==> config.mk <==
export PLATFORM = sky130hd
export DESIGN_NAME = multiexp_g2_kernel_multi_counter_flat
export DESIGN_NICKNAME = d
export VERILOG_FILES = /design/src/rtl/multiexp_g2_kernel_multi_counter_if.sv /design/src/rtl/multiexp_g2_kernel_multi_counter.sv /design/src/flat_wrapper.sv
export SDC_FILE = /design/constraint.sdc
export NUM_CORES = 1
export LEC_CHECK = 0
export BUFFER_PORTS_ARGS = -buffer_cell sky130_fd_sc_hd__buf_4
export CAP_MARGIN = 20
export CORE_MARGIN = 2
export CORE_UTILIZATION = 45
export DETAILED_ROUTE_END_ITERATION = 6
export PLACE_DENSITY = 0.68
export SETUP_SLACK_MARGIN = 0.3
export SLEW_MARGIN = 20
export SYNTH_ARGS = -nofsm -noshare
export SYNTH_HDL_FRONTEND = slang
export SYNTH_SLANG_ARGS = --single-unit
==> constraint.sdc <==
create_clock -name clk -period 8 [get_ports clk]
set_input_delay 1.6 -clock clk [delete_from_list [all_inputs] [get_ports clk]]
set_output_delay 1.6 -clock clk [all_outputs]
set_load 0.02 [all_outputs]
==> src/rtl/multiexp_g2_kernel_multi_counter_if.sv <==
// ---------------------------------------------------------------------------
// multiexp_g2_kernel_multi_counter_if
// Purpose : Bundles the control strobes, per-channel data and the status
//           outputs of the multi-channel counter bank into one interface.
// Signals : clken                  global enable
//           load/incr/decr         per-channel strobes
//           step, load_value       per-channel packed data
//           clr_flags              per-channel sticky clear
//           count, is_zero, is_max registered count and level flags
//           ovf/udf_pulse/sticky   event pulses and latched events
// Modports: master drives controls and observes status; slave is the counter.
// ---------------------------------------------------------------------------
interface multiexp_g2_kernel_multi_counter_if #(
  parameter int C_NUM_CH     = 4,
  parameter int C_WIDTH      = 8,
  parameter int C_STEP_WIDTH = 4
) ();
  logic                             clken;
  logic [C_NUM_CH-1:0]              load;
  logic [C_NUM_CH-1:0]              incr;
  logic [C_NUM_CH-1:0]              decr;
  logic [C_NUM_CH*C_STEP_WIDTH-1:0] step;
  logic [C_NUM_CH*C_WIDTH-1:0]      load_value;
  logic [C_NUM_CH-1:0]              clr_flags;
  logic [C_NUM_CH*C_WIDTH-1:0]      count;
  logic [C_NUM_CH-1:0]              is_zero;
  logic [C_NUM_CH-1:0]              is_max;
  logic [C_NUM_CH-1:0]              ovf_pulse;
  logic [C_NUM_CH-1:0]              udf_pulse;
  logic [C_NUM_CH-1:0]              ovf_sticky;
  logic [C_NUM_CH-1:0]              udf_sticky;

  modport master (
    output clken, load, incr, decr, step, load_value, clr_flags,
    input  count, is_zero, is_max, ovf_pulse, udf_pulse, ovf_sticky, udf_sticky
  );

  modport slave (
    input  clken, load, incr, decr, step, load_value, clr_flags,
    output count, is_zero, is_max, ovf_pulse, udf_pulse, ovf_sticky, udf_sticky
  );
endinterface

==> src/rtl/multiexp_g2_kernel_multi_counter.sv <==
// ---------------------------------------------------------------------------
// multiexp_g2_kernel_multi_counter
// Purpose : Bank of C_NUM_CH independent up/down counters with programmable
//           step, saturate or wrap on overflow/underflow, registered level
//           flags and overflow/underflow pulse + sticky flags.
// Ports   : clk  - sole clock, rising edge
//           rst  - asynchronous active-high reset
//           bus  - slave side of multiexp_g2_kernel_multi_counter_if
// Priority per channel on an enabled edge: load > (incr xor decr) > hold.
// ---------------------------------------------------------------------------
module multiexp_g2_kernel_multi_counter #(
  parameter int                 C_NUM_CH     = 4,
  parameter int                 C_WIDTH      = 8,
  parameter int                 C_STEP_WIDTH = 4,
  parameter int                 C_SATURATE   = 1,
  parameter logic [C_WIDTH-1:0] C_INIT       = '0
) (
  input logic                                  clk,
  input logic                                  rst,
  multiexp_g2_kernel_multi_counter_if.slave    bus
);

  localparam logic [C_WIDTH-1:0] C_MAX       = '1;
  localparam logic               C_INIT_ZERO = (C_INIT == '0);
  localparam logic               C_INIT_MAX  = (C_INIT == C_MAX);

  for (genvar ch = 0; ch < C_NUM_CH; ch++) begin : g_ch
    logic [C_WIDTH-1:0] r_count;
    logic               r_is_zero;
    logic               r_is_max;
    logic               r_ovf_pulse;
    logic               r_udf_pulse;
    logic               r_ovf_sticky;
    logic               r_udf_sticky;

    logic [C_WIDTH:0]   w_step;
    logic [C_WIDTH:0]   w_sum;
    logic [C_WIDTH:0]   w_diff;
    logic [C_WIDTH-1:0] w_nxt;
    logic               w_ovf;
    logic               w_udf;

    assign w_step = {{(C_WIDTH+1-C_STEP_WIDTH){1'b0}},
                     bus.step[ch*C_STEP_WIDTH +: C_STEP_WIDTH]};
    // One extra bit: carry of the sum marks overflow, borrow of the
    // difference marks step > count (underflow).
    assign w_sum  = {1'b0, r_count} + w_step;
    assign w_diff = {1'b0, r_count} - w_step;

    always_comb begin
      w_nxt = r_count;
      w_ovf = 1'b0;
      w_udf = 1'b0;
      if (bus.load[ch]) begin
        w_nxt = bus.load_value[ch*C_WIDTH +: C_WIDTH];
      end else if (bus.incr[ch] && !bus.decr[ch]) begin
        if (w_sum[C_WIDTH]) begin
          w_ovf = 1'b1;
          w_nxt = (C_SATURATE != 0) ? C_MAX : w_sum[C_WIDTH-1:0];
        end else begin
          w_nxt = w_sum[C_WIDTH-1:0];
        end
      end else if (bus.decr[ch] && !bus.incr[ch]) begin
        if (w_diff[C_WIDTH]) begin
          w_udf = 1'b1;
          w_nxt = (C_SATURATE != 0) ? '0 : w_diff[C_WIDTH-1:0];
        end else begin
          w_nxt = w_diff[C_WIDTH-1:0];
        end
      end
    end

    always_ff @(posedge clk or posedge rst) begin
      if (rst) begin
        r_count      <= C_INIT;
        r_is_zero    <= C_INIT_ZERO;
        r_is_max     <= C_INIT_MAX;
        r_ovf_pulse  <= 1'b0;
        r_udf_pulse  <= 1'b0;
        r_ovf_sticky <= 1'b0;
        r_udf_sticky <= 1'b0;
      end else begin
        // Pulses are cleared on disabled edges so they never stretch.
        r_ovf_pulse <= bus.clken & w_ovf;
        r_udf_pulse <= bus.clken & w_udf;
        if (bus.clken) begin
          r_count      <= w_nxt;
          r_is_zero    <= (w_nxt == '0);
          r_is_max     <= (w_nxt == C_MAX);
          // A new event beats a simultaneous clear.
          r_ovf_sticky <= w_ovf | (r_ovf_sticky & ~bus.clr_flags[ch]);
          r_udf_sticky <= w_udf | (r_udf_sticky & ~bus.clr_flags[ch]);
        end
      end
    end

    assign bus.count[ch*C_WIDTH +: C_WIDTH] = r_count;
    assign bus.is_zero[ch]    = r_is_zero;
    assign bus.is_max[ch]     = r_is_max;
    assign bus.ovf_pulse[ch]  = r_ovf_pulse;
    assign bus.udf_pulse[ch]  = r_udf_pulse;
    assign bus.ovf_sticky[ch] = r_ovf_sticky;
    assign bus.udf_sticky[ch] = r_udf_sticky;
  end

endmodule

==> src/flat_wrapper.sv <==
// flat-port wrapper written by rule: the top's interface ports become plain ports
module multiexp_g2_kernel_multi_counter_flat 
#(
  parameter int                 C_NUM_CH     = 4,
  parameter int                 C_WIDTH      = 8,
  parameter int                 C_STEP_WIDTH = 4,
  parameter int                 C_SATURATE   = 1,
  parameter logic [C_WIDTH-1:0] C_INIT       = '0
)
  (clk, rst, bus_clken, bus_load, bus_incr, bus_decr, bus_step, bus_load_value, bus_clr_flags, bus_count, bus_is_zero, bus_is_max, bus_ovf_pulse, bus_udf_pulse, bus_ovf_sticky, bus_udf_sticky);
  multiexp_g2_kernel_multi_counter_if #(.C_NUM_CH(C_NUM_CH), .C_WIDTH(C_WIDTH), .C_STEP_WIDTH(C_STEP_WIDTH)) bus_i ();
  input logic clk;
  input logic rst;
  input wire logic [$bits(bus_i.clken)-1:0] bus_clken;
  input wire logic [$bits(bus_i.load)-1:0] bus_load;
  input wire logic [$bits(bus_i.incr)-1:0] bus_incr;
  input wire logic [$bits(bus_i.decr)-1:0] bus_decr;
  input wire logic [$bits(bus_i.step)-1:0] bus_step;
  input wire logic [$bits(bus_i.load_value)-1:0] bus_load_value;
  input wire logic [$bits(bus_i.clr_flags)-1:0] bus_clr_flags;
  output wire logic [$bits(bus_i.count)-1:0] bus_count;
  output wire logic [$bits(bus_i.is_zero)-1:0] bus_is_zero;
  output wire logic [$bits(bus_i.is_max)-1:0] bus_is_max;
  output wire logic [$bits(bus_i.ovf_pulse)-1:0] bus_ovf_pulse;
  output wire logic [$bits(bus_i.udf_pulse)-1:0] bus_udf_pulse;
  output wire logic [$bits(bus_i.ovf_sticky)-1:0] bus_ovf_sticky;
  output wire logic [$bits(bus_i.udf_sticky)-1:0] bus_udf_sticky;
  assign bus_i.clken = bus_clken;
  assign bus_i.load = bus_load;
  assign bus_i.incr = bus_incr;
  assign bus_i.decr = bus_decr;
  assign bus_i.step = bus_step;
  assign bus_i.load_value = bus_load_value;
  assign bus_i.clr_flags = bus_clr_flags;
  assign bus_count = bus_i.count;
  assign bus_is_zero = bus_i.is_zero;
  assign bus_is_max = bus_i.is_max;
  assign bus_ovf_pulse = bus_i.ovf_pulse;
  assign bus_udf_pulse = bus_i.udf_pulse;
  assign bus_ovf_sticky = bus_i.ovf_sticky;
  assign bus_udf_sticky = bus_i.udf_sticky;
  multiexp_g2_kernel_multi_counter #(.C_NUM_CH(C_NUM_CH), .C_WIDTH(C_WIDTH), .C_STEP_WIDTH(C_STEP_WIDTH), .C_SATURATE(C_SATURATE), .C_INIT(C_INIT)) u_core (.clk(clk), .rst(rst), .bus(bus_i));
endmodule
=== Yosys cells after proc, flatten, opt, wreduce, memory -nomap -nowiden ===
Cells that the tools add are included.

* Logic and storage cells: 136
* Bits in registers: 56

* Eq/ne operators: 4
* Reductions and logical operators: 20
* Add/sub/neg operators: 8
* Bitwise operators: 28
* Muxes and demuxes: 48

{| class="wikitable"
|+ Operator list
! cell !! number
|-
| 2-to-1 mux 8 bit || 20
|-
| adder 8 x 4 -> 9 bit || 4
|-
| subtractor 8 x 4 -> 9 bit || 4
|-
| equality test 8 bit, second input constant || 4
|-
| logical NOT 8 bit || 4
|-
| 2-to-1 mux 1 bit || 28
|-
| AND 1 bit || 16
|-
| logical AND 1 bit || 8
|-
| logical NOT 1 bit || 8
|-
| bitwise OR 1 bit || 8
|-
| NOT 1 bit || 4
|}

=== Longest topological paths before layout ===
Gate-level depths: netlist of run 1.

* Word-level depth: 6
* Mapped depth: 11
* Mapped depth without buffers: 11

=== Worst setup path after synthesis of run 1 ===
Ideal clock, no wire load.

* Path kind: in2reg
* From: in bus_step[4]
* To: reg u_core.g_ch[1].r_is_zero
* Required time: 7.904 ns
* Setup slack: 4.001 ns
* Arrival time: 3.903 ns
* Stages on the path: 10
* Library setup time: 0.096 ns
* Path through: ha_1 > inv_1 > fa_1 > a21o_1 > and2_1 > o311ai_1 > a21oi_1 > o32a_1 > or4b_1 > o32ai_1

* Word-level cells in the longest chain between the ends: 6
* Elaborated cells on any way between the ends: 8
* Those cells by class: 2 x add/sub; 5 x mux; 1 x reduce/logical

{| class="wikitable"
|+ RTL lines
! what !! RTL line !! text
|-
| start, declared || flat_wrapper.sv:18 || <nowiki>input wire logic [$bits(bus_i.step)-1:0] bus_step;</nowiki>
|-
| subtractor 8 x 4 -> 9 bit || multiexp_g2_kernel_multi_counter.sv:48 || <nowiki>assign w_diff = {1'b0, r_count} - w_step;</nowiki>
|-
| 2-to-1 mux 8 bit || multiexp_g2_kernel_multi_counter.sv:64 || <nowiki>if (w_diff[C_WIDTH]) begin</nowiki>
|-
| 2-to-1 mux 8 bit || multiexp_g2_kernel_multi_counter.sv:63 || <nowiki>end else if (bus.decr[ch] && !bus.incr[ch]) begin</nowiki>
|-
| 2-to-1 mux 8 bit (*) || multiexp_g2_kernel_multi_counter.sv:56 || <nowiki>end else if (bus.incr[ch] && !bus.decr[ch]) begin</nowiki>
|-
| 2-to-1 mux 8 bit (*) || multiexp_g2_kernel_multi_counter.sv:54 || <nowiki>if (bus.load[ch]) begin</nowiki>
|-
| logical NOT 8 bit (*) || multiexp_g2_kernel_multi_counter.sv:88 || <nowiki>r_is_zero <= (w_nxt == '0);</nowiki>
|-
| end signal, assigned || multiexp_g2_kernel_multi_counter.sv:88 ||
|-
| end, declared || multiexp_g2_kernel_multi_counter.sv:29 || <nowiki>logic r_is_zero;</nowiki>
|}

Mark *: on every way between the ends. The rest lies on a longest branch, timed or not.
A chain may end at the register's enable or synchronous reset.

=== Worst setup path after layout of run 1 ===
* From: in bus_step[2]
* To: reg u_core.g_ch[0].r_is_max

* Word-level cells in the longest chain between the ends: 6
* Elaborated cells on any way between the ends: 8
* Those cells by class: 2 x add/sub; 1 x eq/ne; 5 x mux

{| class="wikitable"
|+ RTL lines
! what !! RTL line !! text
|-
| subtractor 8 x 4 -> 9 bit || multiexp_g2_kernel_multi_counter.sv:48 ||
|-
| 2-to-1 mux 8 bit || multiexp_g2_kernel_multi_counter.sv:64 ||
|-
| 2-to-1 mux 8 bit || multiexp_g2_kernel_multi_counter.sv:63 ||
|-
| 2-to-1 mux 8 bit (*) || multiexp_g2_kernel_multi_counter.sv:56 ||
|-
| 2-to-1 mux 8 bit (*) || multiexp_g2_kernel_multi_counter.sv:54 ||
|-
| equality test 8 bit (*) || multiexp_g2_kernel_multi_counter.sv:89 || <nowiki>r_is_max <= (w_nxt == C_MAX);</nowiki>
|-
| end signal, assigned || multiexp_g2_kernel_multi_counter.sv:89 ||
|-
| end, declared || multiexp_g2_kernel_multi_counter.sv:30 || <nowiki>logic r_is_max;</nowiki>
|}

Marked as above.

==> impl_metrics.env, run 1 <==
export IMPL_max_slew_margin_rel=0.440
export IMPL_first_iter_violations=472
export IMPL_wl_um=14500
export IMPL_syn_area_per_cell_um2=8.32
export IMPL_layout_drive_gt1_share=0.230
export IMPL_min_period_over_period=0.492
export IMPL_crit_cells=10
export IMPL_final_setup_viol_count=0
export IMPL_hold_depth=1
export IMPL_dr_pass1_iters=6
export IMPL_setup_slack_ps=4060
export IMPL_cp_max_fo=8
export IMPL_reg2reg_setup_slack_ps=4890
export IMPL_required_ps=8190
export IMPL_remaining_drc_errors=0
export IMPL_postCtsSetupBuffers=0
export IMPL_grt_start_max_net_pins=57
export IMPL_avgViaCountPerCell=5.94
export IMPL_start_util=0.466
export IMPL_ys_seq_area_frac=0.261
export IMPL_worst_slew_pin_slew_ps=838
export IMPL_rsz0062_at_grt="no"
export IMPL_synth_edf_count=0
export IMPL_fin_total_pwr_mw=1.08
export IMPL_use_met3=0.0420
export IMPL_cts_tree="done"
export IMPL_ios=123
export IMPL_cts_buffer_depth=2
export IMPL_num_rows=39
export IMPL_ys_flop_type="dfrtp_1"
export IMPL_io_buffer_count=122
export IMPL_worstPathArrival_ps=4120
export IMPL_skew_ps=6.67
export IMPL_grt_use_total=0.225
export IMPL_hold_ws_ps=479
export IMPL_r2r_start="u_core.g_ch[1].r_count[0]"
export IMPL_ys_top_cells_by_count="inv_1 (55), nand2_1 (55), dfrtp_1 (52)"
export IMPL_grt_pass1_wl_um=23800
export IMPL_vdd_drop_max_mv=0.0923
export IMPL_overflow=0
export IMPL_area_growth_pct=16.4
export IMPL_crit_family="compound AO/OA/AOI/OAI gates"
export IMPL_htree_levels=2
export IMPL_die_w_um=113
export IMPL_ys_ff_latch=56
export IMPL_yosysWarnings=0
export IMPL_wl_per_cell_um=16.8
export IMPL_place_area_um2=6130
export IMPL_clk_latency_ps=300
export IMPL_cts_num_sinks=56
export IMPL_fmax_mhz=254
export IMPL_syn_nets=759
export IMPL_power_density_nw_per_um2=172
export IMPL_diodes=0
export IMPL_synth_area_leaders="dfrtp_1 (24%), ha_1 (8.4%), inv_1 (3.8%)"
export IMPL_critPathBufInv=2
export IMPL_die_h_um=113
export IMPL_reg2reg_depth=11
export IMPL_synth_area_leader_cell="dfrtp_1"
export IMPL_vias=5136
export IMPL_top_usage_layer="met2"
export IMPL_ant_nets=0
export IMPL_fin_area_um2=6280
export IMPL_die_area_um2=12900
export IMPL_synth_top_cell_area_share=0.241
export IMPL_async_flop_share=1.00
export IMPL_final_util=0.543
export IMPL_syn_area_um2=5390
export IMPL_p_leak_nw=2.90
export IMPL_cts_resized=0
export IMPL_hp_class="reg -> reg"
export IMPL_startpoint="bus_step[2]"
export IMPL_root_buffer="clkbuf_16"
export IMPL_fin_setup_tns_ps=0
export IMPL_end_kind="flip-flop"
export IMPL_critical_path_max_stage_delay_ps=620
export IMPL_dp_slack_ps=3760
export IMPL_crit_type="in -> reg"
export IMPL_numPlacedInstances=856
export IMPL_critPathSlowestCell="a2111oi_0"
export IMPL_dp_hpwl_um=11200
export IMPL_slew_violations=0
export IMPL_setup_worst_path_end="u_core.g_ch[0].r_is_max"
export IMPL_path_cells="buf_4 > inv_1 > ha_1 > nor2b_1 > o21bai_1 > a21oi_1 > nor2_1 > a2111oi_0 > nand4b_1 > o41ai_1"
export IMPL_core_area_um2=11600
export IMPL_synthDistinctLibCells=87
export IMPL_antenna_found_initial=0
export IMPL_max_cap_violations=0
export IMPL_path_clk_slew_ps=70
export IMPL_nNetsFinal=831
export IMPL_gp_congestion=0.933
export IMPL_syn_inst=648
export IMPL_reg2reg_to="u_core.g_ch[1].r_is_zero"
export IMPL_hold_viol=0
export IMPL_hold_buffers=0
export IMPL_numCtsBuffers=5
export IMPL_use_met1=0.324
export IMPL_status="completed"
export IMPL_grt_pass1_vias=4818
export IMPL_cp_start_kind="primary input"
export IMPL_use_met2=0.353
export IMPL_stdcell_count=864
export IMPL_fin_crit_ps=3940
-- cells by family (layout without fill, tap and decap cells) --
logic type	after synthesis	after routing	synth area share
AO/OA/AOI/OAI	179	179	0.240
XOR/XNOR	16	16	0.0260
AND/OR/NAND/NOR	220	220	0.216
buffers and inverters	114	187	0.106
flip-flops	56	56	0.261
adder cells (fa/ha/maj)	44	44	0.113
multiplexers	19	19	0.0380
-- state kept, by name, summed over array words and instances (netlist names) --
signal / count
u_core.g_ch.r_ovf_pulse: 4
u_core.g_ch.r_is_max: 4
u_core.g_ch.r_ovf_sticky: 4
u_core.g_ch.r_is_zero: 4
u_core.g_ch.r_count: 32
u_core.g_ch.r_udf_pulse: 4
u_core.g_ch.r_udf_sticky: 4
-- worst register-to-register path, cell delays in order, from the launching register on --
cell and delay [ps]:
dfrtp_1 400, inv_1 140, ha_1 160, inv_1 50, fa_1 390, a21o_1 200
and2_1 190, o311ai_1 270, a21oi_1 110, o32a_1 310, or4b_1 520, o32ai_1 270
-- cell usage in the layout, fill, tap and decap left out, types with 9 or more instances in the layout --
| cell type | n |
|---|---|
| a21o_1 | 11 |
| xnor2_1 | 10 |
| buf_4 | 123 |
| nand3_1 | 19 |
| inv_1 | 54 |
| nor2b_1 | 13 |
| nand2b_1 | 20 |
| o21ai_0 | 24 |
| a31oi_1 | 9 |
| nor2_1 | 41 |
| a21oi_1 | 40 |
| dfrtp_1 | 52 |
| mux2_2 | 11 |
| nor3_1 | 15 |
| nor4_1 | 12 |
| ha_1 | 36 |
| nand2_1 | 55 |
-- power by group --
group | internal (mW) | switching, mW | leakage (nW)
combinational | 0.209 | 0.265 | 2.14
clock | 0.117 | 0.106 | 0.0742
sequential | 0.311 | 0.0697 | 0.692
-- layout make-up --
cell class                      instances  area [um2]
Tap cell                              143         179
Clock inverter                          3        22.5
Fill cell                            1054        5280
Inverter                               56         210
Clock buffer                            5         125
Timing Repair Buffer                  123         923
Multi-Input combinational cell        478        3410
Sequential cell                        56        1410
-- how the worst min path moves through the flow --
stage,start,end,slack [ps]
2_1_floorplan,u_core.g_ch[0].r_is_max,u_core.g_ch[0].r_is_max,450
3_3_place_gp,u_core.g_ch[0].r_udf_sticky,u_core.g_ch[0].r_udf_sticky,460
3_5_place_dp,u_core.g_ch[3].r_ovf_sticky,u_core.g_ch[3].r_ovf_sticky,470
4_1_cts,u_core.g_ch[3].r_ovf_sticky,u_core.g_ch[3].r_ovf_sticky,480
5_1_grt,u_core.g_ch[1].r_udf_sticky,u_core.g_ch[1].r_udf_sticky,500
6_report,u_core.g_ch[3].r_udf_sticky,u_core.g_ch[3].r_udf_sticky,480
-- metal layers --
layer	routed length, um	part of all wire
met2	6680	0.46
met4	166	0.011
met1	6590	0.46
met3	1040	0.072
met5	0	0
Note: power is estimated with default switching activity, not from simulation.
==> run 2, diff against run 1 <==
==> constraint.sdc (replaced) <==
create_clock -name clk -period 3.84 [get_ports clk]
set_input_delay 0.768 -clock clk [delete_from_list [all_inputs] [get_ports clk]]
set_output_delay 0.768 -clock clk [all_outputs]
set_load 0.02 [all_outputs]
==> run 2 against run 1 <==
Hold slack gained 4.4 ps. Sequential power grew 110%. Routed wire length grew 3.2%. Register-to-register slack lost 4300 ps. Setup slack lost 3400 ps. Critical path depth grew 1. First-iteration DRC count shrank 14%. Power grew 110%. Highest routed layer unchanged. Largest cell class unchanged. Clock power grew 110%. Via count grew 0.39%. Utilization grew 0.19 points. Final area grew 0.36%.
==> impl_metrics.env, run 2 (same netlist as run 1, synthesis figures left out) <==
export IMPL_status="completed"
export IMPL_root_buffer="clkbuf_16"
export IMPL_layout_drive_gt1_share=0.233
export IMPL_max_slew_margin_rel=0.489
export IMPL_startpoint="u_core.g_ch[1].r_count[0]"
export IMPL_cp_start_kind="flip-flop"
export IMPL_worst_slew_pin_slew_ps=765
export IMPL_max_cap_violations=0
export IMPL_die_h_um=113
export IMPL_avgViaCountPerCell=5.95
export IMPL_reg2reg_depth=11
export IMPL_wl_per_cell_um=17.2
export IMPL_setup_worst_path_end="u_core.g_ch[1].r_is_zero"
export IMPL_crit_type="reg -> reg"
export IMPL_cts_resized=0
export IMPL_worstPathArrival_ps=3430
export IMPL_vias=5156
export IMPL_required_ps=4040
export IMPL_p_leak_nw=2.92
export IMPL_critPathSlowestCell="or4b_1"
export IMPL_fillCellCount=1056
export IMPL_gp_congestion=0.979
export IMPL_numCtsBuffers=5
export IMPL_ant_nets=0
export IMPL_die_area_um2=12900
export IMPL_hp_class="reg -> reg"
export IMPL_reg2reg_to="u_core.g_ch[1].r_is_zero"
export IMPL_skew_ps=6.10
export IMPL_layout_commonest_cell="buf_4"
export IMPL_die_w_um=113
export IMPL_postCtsSetupBuffers=0
export IMPL_r2r_start="u_core.g_ch[1].r_count[0]"
export IMPL_hold_buffers=0
export IMPL_hold_ws_ps=484
export IMPL_area_growth_pct=16.9
export IMPL_min_period_over_period=0.840
export IMPL_cp_common_cell="inv_1"
export IMPL_nNetsFinal=834
export IMPL_io_buffer_count=122
export IMPL_wl_um=14900
export IMPL_critical_path_max_stage_delay_ps=520
export IMPL_antenna_found_initial=0
export IMPL_overflow=0
export IMPL_dr_pass1_iters=5
export IMPL_grt_start_max_net_pins=38
export IMPL_grt_pass1_vias=4806
export IMPL_largest_reg_flops=32
export IMPL_vdd_drop_max_mv=0.187
export IMPL_end_kind="flip-flop"
export IMPL_hold_viol=0
export IMPL_start_util=0.466
export IMPL_first_iter_violations=405
export IMPL_fin_setup_tns_ps=0
export IMPL_cts_tree="done"
export IMPL_mostFrequentLayoutCells="buf_4 (126), nand2_1 (55), inv_1 (54)"
export IMPL_fin_crit_ps=3220
export IMPL_path_clk_slew_ps=70
export IMPL_reg2reg_setup_slack_ps=620
export IMPL_diodes=0
export IMPL_grt_pass1_wl_um=24500
export IMPL_fin_total_pwr_mw=2.26
export IMPL_ios=123
export IMPL_power_density_nw_per_um2=359
export IMPL_rsz0062_at_grt="no"
export IMPL_final_setup_viol_count=0
export IMPL_slew_violations=0
export IMPL_remaining_drc_errors=0
export IMPL_fmax_mhz=310
export IMPL_clk_latency_ps=300
export IMPL_cp_max_fo=4
export IMPL_cts_num_sinks=56
export IMPL_cts_buffer_depth=2
export IMPL_path_cells="inv_1 > ha_1 > inv_1 > fa_1 > a21o_1 > and2_1 > o311ai_1 > a21oi_1 > o32a_1 > or4b_1 > o32ai_1"
export IMPL_num_rows=39
export IMPL_top_register="u_core.g_ch.r_count"
export IMPL_htree_levels=2
export IMPL_grt_use_total=0.231
export IMPL_core_area_um2=11600
export IMPL_dp_hpwl_um=11600
==> run 2: cell count changes in the layout (fill, tap and decap cells not counted), sizes merged <==
cell  change
buf       +3
==> run 2: layer usage <==
layer	up-vias	routed length (um)	part of all wire	track usage
met4	0	165	0.011	0.0390
met2	211	6980	0.47	0.375
met3	16	976	0.065	0.0351
met5	-	0	0	0
met1	2445	6810	0.46	0.335
li1	2484	-	-	-
==> run 2: per-stage QoR <==
stage | cell area, um2 | utilization | setup WS (ps) | std cells
global route | 6300 | 0.545 | 460 | 867
CTS | 6300 | 0.545 | 671 | 867
global placement | 6160 | 0.532 | 465 | 859
detailed placement | 6160 | 0.532 | 375 | 859
floorplan | 5390 | - | 673 | 648
finish | 6300 | 0.545 | 615 | 867
==> run 2: how the worst min path moves through the flow <==
stage,from,end,slack (ps),cells after the start
finish,u_core.g_ch[3].r_udf_sticky,u_core.g_ch[3].r_udf_sticky,480,1
global route,u_core.g_ch[1].r_ovf_sticky,u_core.g_ch[1].r_ovf_sticky,500,1
CTS,u_core.g_ch[3].r_udf_sticky,u_core.g_ch[3].r_udf_sticky,490,1
detailed placement,u_core.g_ch[3].r_udf_sticky,u_core.g_ch[3].r_udf_sticky,470,1
global placement,u_core.g_ch[0].r_udf_sticky,u_core.g_ch[0].r_udf_sticky,460,1
floorplan,u_core.g_ch[0].r_is_max,u_core.g_ch[0].r_is_max,450,2
==> run 2: report_power, final <==
| group | leakage, nW | internal, mW | switching [mW] |
|---|---|---|---|
| clock network | 0.0742 | 0.245 | 0.221 |
| registers | 0.692 | 0.648 | 0.147 |
| logic | 2.15 | 0.440 | 0.559 |
| total | 2.92 | 1.33 | 0.928 |
==> run 2: critical path, delay by kind of cell (launching register included) <==
| family | cells | cell delay [ps] |
|---|---|---|
| simple gates | 2 | 720 |
| compound gates | 5 | 1240 |
| fa+ha+maj | 2 | 580 |
| flops | 1 | 400 |
| buf+inv | 2 | 190 |
==> run 2: cell type report <==
class                      instances  area [um2]  share of cell area
clock buffer                       5         125              0.0198
clock inverter                     3        22.5             0.00357
inverter                          56         210              0.0333
multi-input combinational        478        3410               0.542
sequential                        56        1410               0.223
tap                              143         179              0.0284
timing repair buffer             126         946               0.150
==> run 3, diff against run 2 <==
--- a/config.mk
+++ b/config.mk
@@ -5,12 +5,13 @@
 export SDC_FILE = /design/constraint.sdc
 export NUM_CORES = 1
 export LEC_CHECK = 0
+export ABC_AREA = 1
 export BUFFER_PORTS_ARGS = -buffer_cell sky130_fd_sc_hd__buf_4
 export CAP_MARGIN = 20
 export CORE_MARGIN = 2
 export CORE_UTILIZATION = 45
 export DETAILED_ROUTE_END_ITERATION = 6
-export PLACE_DENSITY = 0.68
+export PLACE_DENSITY = 0.7
 export SETUP_SLACK_MARGIN = 0.3
 export SLEW_MARGIN = 20
 export SYNTH_ARGS = -nofsm -noshare
==> constraint.sdc (replaced) <==
create_clock -name clk -period 2.88 [get_ports clk]
set_input_delay 0.576 -clock clk [delete_from_list [all_inputs] [get_ports clk]]
set_output_delay 0.576 -clock clk [all_outputs]
set_load 0.02 [all_outputs]
==> run 3 against run 2 <==
Die area rose by 9.9%. Critical path depth rose by 6. Final area rose by 11%. Non-clock buffer count rose by 1.
==> impl_metrics.env, run 3 <==
export IMPL_die_area_um2=14200
export IMPL_num_rows=42
export IMPL_slew_violations=0
export IMPL_fillCellCount=1322
export IMPL_power_density_nw_per_um2=429
export IMPL_mostFrequentLayoutCells="nand2_1 (297), buf_4 (126), nand3_1 (121)"
export IMPL_grt_pass1_wl_um=26000
export IMPL_critPathSlowestCell="dfrtp_1"
export IMPL_nNetsFinal=1142
export IMPL_hp_class="in -> async"
export IMPL_grt_start_max_net_pins=55
export IMPL_overflow=0
export IMPL_synth_most_common_cell="nand2_1"
export IMPL_syn_area_per_cell_um2=6.30
export IMPL_synthAdderAreaFrac=0.103
export IMPL_synth_area_leader_cell="dfrtp_1"
export IMPL_io_buffer_count=122
export IMPL_cts_buffer_depth=2
export IMPL_dr_pass1_iters=5
export IMPL_status="completed"
export IMPL_path_cells="inv_1 > ha_1 > inv_1 > fa_1 > nand2_1 > nand2_1 > nand2_1 > nand3_1 > nand2_1 > nand2_1 > nor2_1 > nor2_1 > nor2_2 > nand3_1 > nor2_1 > nand3_1 > nand2_1"
export IMPL_startpoint="u_core.g_ch[1].r_count[0]"
export IMPL_reg2reg_to="u_core.g_ch[1].r_is_max"
export IMPL_muxShareOfSynthArea=0
export IMPL_cts_tree="done"
export IMPL_clk_latency_ps=300
export IMPL_top_register="u_core.g_ch.r_count"
export IMPL_synth_compound_area_frac=0.0799
export IMPL_synthSimpleGateAreaFrac=0.447
export IMPL_reg2reg_depth=17
export IMPL_core_area_um2=13100
export IMPL_layout_commonest_cell="nand2_1"
export IMPL_vias=6070
export IMPL_final_util=0.534
export IMPL_numCtsBuffers=5
export IMPL_root_buffer="clkbuf_16"
export IMPL_cp_common_cell="nand2_1"
export IMPL_die_h_um=119
export IMPL_largest_reg_flops=32
export IMPL_r2r_start="u_core.g_ch[1].r_count[0]"
export IMPL_crit_type="reg -> reg"
export IMPL_yosysWarnings=0
export IMPL_cp_start_kind="flip-flop"
export IMPL_grt_use_total=0.222
export IMPL_synth_edf_count=0
export IMPL_die_w_um=119
export IMPL_fmax_mhz=430
export IMPL_area_growth_pct=17.4
export IMPL_avgViaCountPerCell=5.02
export IMPL_reg2reg_setup_slack_ps=560
export IMPL_hold_viol=0
export IMPL_first_iter_violations=415
export IMPL_top_layer_used="met4"
export IMPL_critical_path_max_stage_delay_ps=410
export IMPL_remaining_drc_errors=0
export IMPL_min_period_over_period=0.807
export IMPL_syn_inst=944
export IMPL_hold_buffers=0
export IMPL_cts_num_sinks=56
export IMPL_diodes=0
export IMPL_antenna_found_initial=0
export IMPL_fin_crit_ps=2320
export IMPL_ios=123
export IMPL_synth_top_family_by_area="simple AND/OR/NAND/NOR gates"
export IMPL_dp_hpwl_um=12400
export IMPL_ys_flop_type="dfrtp_1"
export IMPL_synth_top_cell_area_share=0.219
export IMPL_worstPathArrival_ps=2570
export IMPL_rsz0062_at_grt="no"
export IMPL_p_leak_nw=3.79
export IMPL_gp_congestion=0.920
export IMPL_synth_xor_area_frac=0.00736
export IMPL_fin_setup_tns_ps=0
export IMPL_syn_nets=1055
export IMPL_hold_ws_ps=392
export IMPL_skew_ps=6.49
export IMPL_worst_slew_pin_slew_ps=707
export IMPL_synth_area_leaders="dfrtp_1 (22%), nand2_1 (19%), nand3_1 (10%)"
export IMPL_start_util=0.455
export IMPL_wl_met1_um=7280
export IMPL_wl_met3_um=645
export IMPL_cp_max_fo=5
export IMPL_max_slew_margin_rel=0.528
export IMPL_layout_drive_gt1_share=0.229
export IMPL_ys_ff_latch=56
export IMPL_setup_slack_ps=556
export IMPL_ys_seq_area_frac=0.236
export IMPL_async_flop_share=1.00
export IMPL_max_cap_violations=0
export IMPL_syn_area_um2=5950
export IMPL_end_kind="flip-flop"
export IMPL_path_clk_slew_ps=80
export IMPL_wl_per_cell_um=12.7
export IMPL_dp_slack_ps=396
export IMPL_dr_wl_met2_um=7210
export IMPL_wl_um=15400
export IMPL_grt_pass1_vias=5541
export IMPL_required_ps=3130
export IMPL_vdd_drop_max_mv=0.361
export IMPL_setup_worst_path_end="u_core.g_ch[1].r_is_max"
export IMPL_ant_nets=0
export IMPL_synthDistinctLibCells=41
export IMPL_final_setup_viol_count=0
export IMPL_ys_top_cells_by_count="nand2_1 (297), nand3_1 (121), nor2_1 (89)"
export IMPL_htree_levels=2
-- run 3: changes by cell type in the layout (fill, tap and decap cells not counted), moves of 17 or more --
| cell | previous run | this run |
|---|---|---|
| nand2_1 | 55 | 297 |
| nor2_1 | 41 | 87 |
| nand2b_1 | 20 | 0 |
| o21ai_0 | 24 | 42 |
| nand2_2 | 0 | 17 |
| a21oi_1 | 40 | 20 |
| inv_2 | 1 | 28 |
| nand3_1 | 19 | 121 |
| inv_1 | 54 | 82 |
-- run 3: timing repair --
action | 4_1_cts | 5_1_grt
hold endpoints to repair | 0 | 0
setup endpoints to repair | 0 | 5
gates resized for setup | 0 | 5
setup buffers | 0 | 1
-- run 3: report_power, final --
group          switching [mW]  internal, mW
Clock                   0.304         0.331
Sequential              0.146         0.852
Combinational           0.844         0.518
-- run 3: worst min-delay path by stage --
| stage | slack [ps] | to | cells after the start |
|---|---|---|---|
| floorplan | 450 | u_core.g_ch[0].r_is_zero | 2 |
| global placement | 470 | u_core.g_ch[2].r_is_max | 2 |
| detailed placement | 470 | u_core.g_ch[1].r_is_zero | 2 |
| CTS | 410 | u_core.g_ch[0].r_count[0] | 2 |
| global route | 460 | u_core.g_ch[3].r_count[2] | 2 |
| finish | 390 | u_core.g_ch[3].r_count[2] | 2 |
-- run 3: final cells by class --
type | instances | area, um2 | area share
inverters | 115 | 443 | 0.0634
multi-input cells | 726 | 3790 | 0.543
flip-flops and latches | 56 | 1410 | 0.202
repair buffers | 127 | 966 | 0.138
clock inverters | 3 | 26.3 | 0.00376
well taps | 176 | 220 | 0.0315
clock buffers | 5 | 125 | 0.0179
-- run 3: cell families after synthesis --
| kind of cell | after synthesis |
|---|---|
| xor gates and xnor gates | 5 |
| buffers and inverters | 162 |
| AOI/OAI and AO/OA | 82 |
| adders and majority gates | 44 |
| and+or+nand+nor | 595 |
| DFF | 56 |
-- run 3: through the flow --
step	instance area (um2)	cells	total power, mW
finish	6980	1208	3.00
global route	6980	1208	3.26
CTS	6970	1207	3.01
detailed placement	6820	1199	2.36
global placement	6820	1199	2.36
floorplan	5950	944	1.96
-- run 3: per-layer routing --
| metal | vias up | track usage |
|---|---|---|
| met3 | 23 | 0.0297 |
| met5 | - | 0 |
| met2 | 153 | 0.367 |
| met4 | 0 | 0.0536 |
| li1 | 3141 | - |
| met1 | 2753 | 0.306 |
-- run 3: worst max-delay path, delay by kind of cell, from the launching register on --
family | cells | cell delay, ps
buf+inv | 2 | 140
simple gates | 13 | 1160
fa+ha+maj | 2 | 560
flops | 1 | 410
